==> config.mk <==
export PLATFORM = sky130hd
export DESIGN_NAME = bit_sync_filter_pulse
export DESIGN_NICKNAME = d
export VERILOG_FILES = /design/src/rtl/bit_sync_filter_pulse.sv
export SDC_FILE = /design/constraint.sdc
export NUM_CORES = 1
export LEC_CHECK = 0
export CAP_MARGIN = 15
export CORE_ASPECT_RATIO = 0.7
export CORE_MARGIN = 1
export CORE_UTILIZATION = 48
export DETAILED_ROUTE_END_ITERATION = 12
export GPL_ROUTABILITY_DRIVEN = 0
export PLACE_DENSITY = 0.71
export SLEW_MARGIN = 40
export SYNTH_ARGS = -nofsm -noshare
export SYNTH_HDL_FRONTEND = slang
export SYNTH_SLANG_ARGS = --single-unit
export TNS_END_PERCENT = 10
==> constraint.sdc <==
create_clock -name CLK -period 1.1 [get_ports CLK]
set_input_delay 0.33 -clock CLK [delete_from_list [all_inputs] [get_ports CLK]]
set_output_delay 0.33 -clock CLK [all_outputs]
set_load 0.1 [all_outputs]
==> src/rtl/bit_sync_filter_pulse.sv <==
// Multi-channel level synchroniser with per-channel glitch filter
// and registered edge-pulse generator.
module bit_sync_filter_pulse #(
  parameter int BUS_WIDTH     = 4,
  parameter int NUM_STAGES    = 2,
  parameter int FILTER_CYCLES = 3,
  parameter int EDGE_MODE     = 2
) (
  input  logic                 CLK,
  input  logic                 RST_n,
  input  logic                 EN,
  input  logic [BUS_WIDTH-1:0] ASYNC,
  output logic [BUS_WIDTH-1:0] SYNC,
  output logic [BUS_WIDTH-1:0] STABLE,
  output logic [BUS_WIDTH-1:0] PULSE
);

  localparam int CW =
    (FILTER_CYCLES > 1) ? $clog2(FILTER_CYCLES) : 1;
  localparam logic [CW-1:0] CNT_LAST = CW'(FILTER_CYCLES - 1);
  localparam logic CNT_ONE_MSB = 1'b0;
  localparam logic [CW-1:0] CNT_ONE = CW'(1);
  localparam logic RISE_EN = (EDGE_MODE != 1);
  localparam logic FALL_EN = (EDGE_MODE != 0);

  logic [NUM_STAGES-1:0][BUS_WIDTH-1:0] chain;

  always_ff @(posedge CLK or negedge RST_n) begin
    if (!RST_n) begin
      chain <= '0;
    end else begin
      chain <= {chain[NUM_STAGES-2:0], ASYNC};
    end
  end

  assign SYNC = chain[NUM_STAGES-1];

  for (genvar i = 0; i < BUS_WIDTH; i++) begin : g_ch
    logic [CW-1:0] cnt;
    logic          stable_q;
    logic          pulse_q;
    logic          differ;
    logic          expire;
    logic          hit;

    always_comb begin
      differ = SYNC[i] ^ stable_q;
      expire = differ && (cnt == CNT_LAST);
      hit    = 1'b0;
      unique case (1'b1)
        SYNC[i]:  hit = RISE_EN;
        !SYNC[i]: hit = FALL_EN;
        default:  hit = 1'b0;
      endcase
    end

    // Pulse is registered with the STABLE update so both
    // are visible in the same cycle.
    always_ff @(posedge CLK or negedge RST_n) begin
      if (!RST_n) begin
        cnt      <= '0;
        stable_q <= 1'b0;
        pulse_q  <= 1'b0;
      end else if (!EN || !differ) begin
        cnt      <= '0;
        pulse_q  <= 1'b0;
      end else if (expire) begin
        cnt      <= '0;
        stable_q <= SYNC[i];
        pulse_q  <= hit;
      end else begin
        cnt      <= cnt + CNT_ONE;
        pulse_q  <= CNT_ONE_MSB;
      end
    end

    assign STABLE[i] = stable_q;
    assign PULSE[i]  = pulse_q;
  end

endmodule

Word level (Yosys, flattened, before mapping)
Index checks and enable logic that the tools add are counted.
{ "op_classes": {"mux": 16, "eq_ne": 4, "reduce_logical": 17, "addsub": 4, "bitwise": 8} }
{ "ops": {"columns": ["op", "count"], "rows": [
  ["2-bit two-way mux", 8],
  ["2-bit by 1-bit adder with 2-bit output (second input constant)", 4],
  ["2-bit equality test (second input constant)", 4],
  ["1-bit two-way mux", 8],
  ["2-bit AND reduction", 4],
  ["1-bit zero test", 5],
  ["1-bit logical AND", 4],
  ["1-bit logical OR", 4],
  ["1-bit inverter", 4],
  ["1-bit bitwise XOR", 4]
]} }
{ "word_totals": {"inputBits": 7, "wordCells": 63, "ff_bits": 24} }

Longest topological paths before layout
Gate-level depths: netlist (run 1).
{ "logic_depth": {"word_depth": 5, "depth_mapped": 3} }

Least setup slack after synthesis (run 1)
OpenSTA, ideal clock, no wires.
{ "synth_path": {"kind": "reg2out", "start": "register g_ch[1].stable_q", "end": "output port STABLE[1]", "slack_ns": 0.126, "t_arrival_ns": 0.644, "stages_incl_launch_ff": 2, "path_cell_list": "dfrtp_1 -> buf_4"} }
{ "synth_rtl": {"columns": ["element", "line", "text"], "rows": [
  ["start, declared", "40", "logic stable_q;"],
  ["start signal, assigned", "69", "stable_q <= SYNC[i];"],
  ["end, declared", "14", "output logic [BUS_WIDTH-1:0] STABLE,"]
]} }
No word-level cell between the ends.

Final worst setup path (run 1)
{ "layout_path": {"start": "register g_ch[1].stable_q", "end": "output port STABLE[1]"} }
No word-level cell between the ends.

==> metrics.txt, run 1 <==
internal power 2.03 mW; input/output buffers 18; Remaining DRCs 0; Yosys reg bits 24; routed wire length 1440 um; worst hold path class input pin to async pin; Mapped Cells 61; critical path cell sequence buf_12; first-pass detailed-route iteration total 3; endpoints failing setup 16; WP buf/inv 1; static leakage 0.663 nW; first-pass GRT wire length 2350 um; post-synthesis sequential area ratio 0.636; vias in the first global route 510; crit share post-route 1.14; mapped cell area 945 um^2; Flop pwr share 0.357; fin crit period 1.26 ns; post-route setup slack -0.157 ns; Syn. warnings 0; ant diodes 0; die area 0.00215 mm^2; Antenna Violating Nets Remaining 0; initial drt markers 2; P per Cell Area 2370 mW/mm^2; I/O pins 19; RSZ-0062 raised after global routing yes; TritonCTS clock tree yes; Num CTS Buffers 3; Synth Area per Inst 15.5 um^2; Die Ht 39.1 um; root buf cell clkbuf_4; VDD IR-drop max 1780 uV; DP HPWL 1010 um; Reg area 601 um^2; Chip Width 55.0 um; Yosys cell types 11; Crit Path Max Fanout 2; Core Area 0.00185 mm^2; total vias in the final route 514; sw power 1.32 mW; Worst path max stage delay 0.44 ns; Clock Latency Late Sink 0.31 ns; Syn Nets 68; slowest cell on the critical path dfrtp_1; critical path class flip-flop to primary output; multi-input logic area 343 um^2; Final Hold Viols 0; Critical R2R Launch g_ch[1].stable_q; share of layout cells above drive strength 1 0.556; Nets 89; largest net degree at the start of global routing 25; initial antenna violation count 0; Rows 13; Slew @ Worst Pin 0.213 ns; clk sink count 24; Vias/cell 4.99; max-slew violations 0; GRT overflow 0; power share of the clock group 0.134; Setup crit start g_ch[1].stable_q; Slew headroom 0.858; status finished with violations; MaxCap Viol Count 0; CP Launch Type flip-flop; Fill cells 120; Required @ worst endpoint 0.77 ns; CTS H-tree depth 1; combinational power share 0.509; maximum clock path buffer count 2; achievable frequency 795 MHz; clock-pin slew on the worst setup and hold paths 0.13 ns; Worst path top cell family by delay flip-flops; CP Capture Type primary output; Finished Core Util 0.760; Clock Skew 0.00740 ns; failing checks negative setup slack; Total GRT Usage 0.169; P&R area growth vs syn 49.1%; Sw Share 0.394; Total Power 3.34 mW; Crit path arrival time 0.93 ns; Initial Utilization 0.509; routed len/inst 14.0 um
-- final cells by class --
type,count,share of cell area
repair buffers,29,0.285
clock buffers,4,0.0258
multi-input cells,24,0.243
well taps,22,0.0195
flip-flops and latches,24,0.426
-- state kept, by name, summed over array words and instances (netlist names) --
| name | count |
|---|---|
| SYNC | 4 |
| g_ch.cnt | 8 |
| chain | 4 |
| g_ch.pulse_q | 4 |
| g_ch.stable_q | 4 |
-- metrics by stage --
stage | setup WS (ns) | cells | TNS [ns] | hold slack (ns) | area (um^2)
floorplan | 0.126 | 61 | 0 | 0.0344 | 945
detailed placement | -0.395 | 91 | -4.25 | 0.339 | 1210
global placement | -0.373 | 91 | -3.77 | 0.333 | 1210
CTS | -0.162 | 103 | -1.94 | 0.355 | 1390
global route | -0.209 | 103 | -2.51 | 0.351 | 1410
finish | -0.157 | 103 | -1.86 | 0.349 | 1410
-- power groups by stage --
stage | registers (mW) | clock network [mW] | logic (mW)
2_1_floorplan | 1.15 | 0 | 1.02
3_3_place_gp | 1.21 | 0 | 1.31
3_5_place_dp | 1.23 | 0 | 1.33
4_1_cts | 1.19 | 0.460 | 1.67
5_1_grt | 1.21 | 0.499 | 1.77
6_report | 1.19 | 0.448 | 1.70
-- worst paths after layout --
| path | end | slack (ns) | depth (start not counted) |
|---|---|---|---|
| worst max-delay path | STABLE[1] | -0.16 | 1 |
| worst min-delay path | g_ch[0].pulse_q | 0.35 | 2 |
| worst max register to register | g_ch[1].cnt[1] | -0.05 | 3 |
| worst min register to register | SYNC[3] | 0.36 | 0 |
| max in group asynchronous | SYNC[1] | 0.61 | 2 |
| min in group CLK | SYNC[3] | 0.36 | 0 |
-- synth_stat cells, drive strengths merged --
library cell	n	area (um^2)
and4bb	4	50.1
buf	13	101
dfrtp	24	601
mux2	4	52.6
nand3b	4	55.1
nor2	4	15.0
nor4b	4	35.0
xnor2	4	35.0
-- cells by family after synthesis --
group	Yosys count	share of synthesized area
DFF	24	0.636
and+or+nand+nor	16	0.164
buffers and inverters	13	0.107
xor gates and xnor gates	4	0.0371
muxes	4	0.0556
-- placed cells by master (no fill, tap or decap) --
cell type / n
and4bb_2: 4
buf_12: 13
buf_4: 8
buf_6: 2
clkbuf_4: 3
clkbuf_8: 1
clkdlybuf4s50_1: 5
dfrtp_1: 24
dlygate4sd2_1: 1
mux2_2: 2
mux2_4: 2
nand3b_1: 2
nand3b_4: 2
nor2_1: 4
nor4b_2: 4
xnor2_4: 4
-- metal layers --
layer  GRT usage  vias to the layer above  share of wire
met3      0.0706                        0          0.058
met2       0.295                       14           0.53
met4      0.0188                        0              0
met1       0.199                      265           0.41
met5           0                        -              0
li1            -                      235              -
-- timing repair --
item,4_1_cts,5_1_grt
endpoints found under the hold margin,0,0
setup endpoints to repair,20,18
resized for setup,13,2
pin swaps,5,0
hold buffers,0,0
setup buffers,8,0
No activity file was read; power rests on OpenSTA's default activity.
==> run 2: changes to the inputs <==
Settings changed: PLACE_DENSITY 0.71 to 0.75.
==> run 2 against run 1 <==
  * The run still ends with negative setup slack left
  * Worst hold slack improved by 0.0029 ns
  * Via count decreased by 3.7%
  * Total power decreased by 9.1%
  * Die area unchanged
  * Largest power group unchanged
  * Highest routed layer is now met4
==> metrics.txt, run 2 (synthesis results as in run 1) <==
sw power 1.25 mW (-5.3%); Clock Latency Late Sink 0.31 ns (about the same); Non-Filler Instances 98 (-4.9%); die area 0.00215 mm^2 (unchanged); static leakage 0.611 nW (-7.8%); crit share post-route 1.16 (+0.0210); slowest cell on the critical path dfrtp_2; total vias in the final route 495 (-3.7%); status finished with violations; Slew @ Worst Pin 0.324 ns (+0.111 ns); commonest non-fill, non-tap cells in the layout dfrtp_1 (21), buf_12 (13), clkdlybuf4s50_1 (5), buf_4 (5); Largest register FFs 8 (unchanged); achievable frequency 781 MHz (-1.8%); first-pass GRT wire length 2300 um (-2.0%); Die Ht 39.1 um (unchanged); maximum clock path buffer count 2 (unchanged); Flop pwr share 0.401 (+0.044); dpl cells 91 (unchanged); critical path cell sequence buf_12; ant diodes 0 (unchanged); Top reg by flops g_ch.cnt; Fill cells 130 (+8.3%); routed wire length 1450 um (+0.69%); MaxCap Viol Count 0 (unchanged); I/O pins 19 (unchanged); Worst R2R Setup Slack -0.14 ns (-0.09 ns); Nets 85 (-4.5%); root buf cell clkbuf_4; initial antenna violation count 0 (unchanged); max-slew violations 0 (unchanged); input/output buffers 18 (unchanged); Hold Buf Count CTS 0 (unchanged); P&R area growth vs syn 38.5%; WP buf/inv 1 (unchanged); Total Power 3.04 mW (-9.1%); VDD IR-drop max 1980 uV (+12%); Critical R2R Capture g_ch[0].cnt[1]; routed len/inst 14.8 um (+5.8%); Initial Utilization 0.509 (unchanged); Num CTS Buffers 3 (unchanged); Final Hold Viols 0 (unchanged); CP Launch Type flip-flop; Crit Path Max Fanout 3 (+1); crit path capture STABLE[1]; WP depth 1 (unchanged); largest net degree at the start of global routing 25 (unchanged); DP HPWL 1010 um (-0.36%); Critical R2R Launch SYNC[0]; Sw Share 0.410 (+0.0165); Rows 13 (unchanged); Finished Core Util 0.706 (-0.0540); Cell Area, Placed 0.00121 mm^2 (unchanged); Setup WS pre-CTS -0.390 ns (+0.00464 ns); Core Area 0.00185 mm^2 (unchanged); final setup TNS -2.12 ns (-0.254 ns); failing checks negative setup slack; clk sink count 24 (unchanged); reg2reg path depth 3 (unchanged); combinational power share 0.479 (-0.030); initial drt markers 4 (+2); Final Cell Area 0.00131 mm^2 (-7.1%); Total GRT Usage 0.168 (-0.000288); GRT overflow 0 (unchanged); Chip Width 55.0 um (unchanged); first-pass detailed-route iteration total 2 (-1); clock-pin slew on the worst setup and hold paths 0.12 ns (about the same); Antenna Violating Nets Remaining 0 (unchanged); critical path class flip-flop to primary output; Slew headroom 0.782 (-0.0753); share of layout cells above drive strength 1 0.526 (-0.0292); fin crit period 1.28 ns (+0.0231 ns); CP Capture Type primary output; Worst path top cell family by delay flip-flops; worst hold path class flip-flop to flip-flop; Clock Skew 0.00592 ns (-0.00149 ns); CTS H-tree depth 1 (unchanged); Vias/cell 5.05 (+1.2%); vias in the first global route 501 (-1.8%); Hold WS 0.352 ns (+0.00291 ns); Hold Path Depth 0; internal power 1.79 mW (-12%); post-route setup slack -0.181 ns (-0.0231 ns); Worst path max stage delay 0.46 ns (+0.02 ns); Remaining DRCs 0 (unchanged); Required @ worst endpoint 0.77 ns (about the same); endpoints failing setup 17 (+1); most common cell after layout, fill and taps aside dfrtp_1; power share of the clock group 0.120 (-0.014); P per Cell Area 2320 mW/mm^2 (-2.1%); Crit path arrival time 0.95 ns (+0.02 ns); TritonCTS clock tree yes; RSZ-0062 raised after global routing yes; Setup crit start g_ch[1].stable_q
==> run 2: power groups by stage <==
stage	Sequential (mW)	Clock [mW]	Combinational, mW
detailed placement	1.23	0	1.33
global placement	1.21	0	1.30
global route	1.24	0.419	1.51
floorplan	1.15	0	1.02
CTS	1.21	0.385	1.38
finish	1.22	0.364	1.46
==> run 2: area by class of cell <==
type                            instances  area (um^2)  area share
Timing Repair Buffer                   25          368       0.281
Multi-Input combinational cell         24          287       0.219
Tap cell                               22         27.5      0.0210
Sequential cell                        24          604       0.462
Clock buffer                            3         22.5      0.0172
==> run 2: worst min path at each step <==
| stage | startpoint | endpoint |
|---|---|---|
| global route | chain[2] | SYNC[2] |
| CTS | chain[2] | SYNC[2] |
| global placement | chain[2] | SYNC[2] |
| detailed placement | chain[2] | SYNC[2] |
| finish | chain[2] | SYNC[2] |
| floorplan | RST_n | SYNC[0] |
==> run 2: worst register-to-register path, cell delays in order (launching register included) <==
cell and delay [ns]:
dfrtp_1 0.43, buf_4 0.15, xnor2_1 0.28, and4bb_2 0.29
==> run 2: layer usage <==
layer / up-vias / GRT usage / share of wire
li1: 229 / - / -
met5: - / 0 / 0
met4: 0 / 0.0563 / 0.0076
met1: 250 / 0.203 / 0.39
met2: 14 / 0.262 / 0.54
met3: 2 / 0.0824 / 0.059
==> run 2: timing repair <==
action | in CTS | in global routing
resized for setup | 5 | 6
gates cloned | 0 | 0
endpoints found under the setup margin | 20 | 19
endpoints found under the hold margin | 0 | 0
setup buffers | 3 | 1
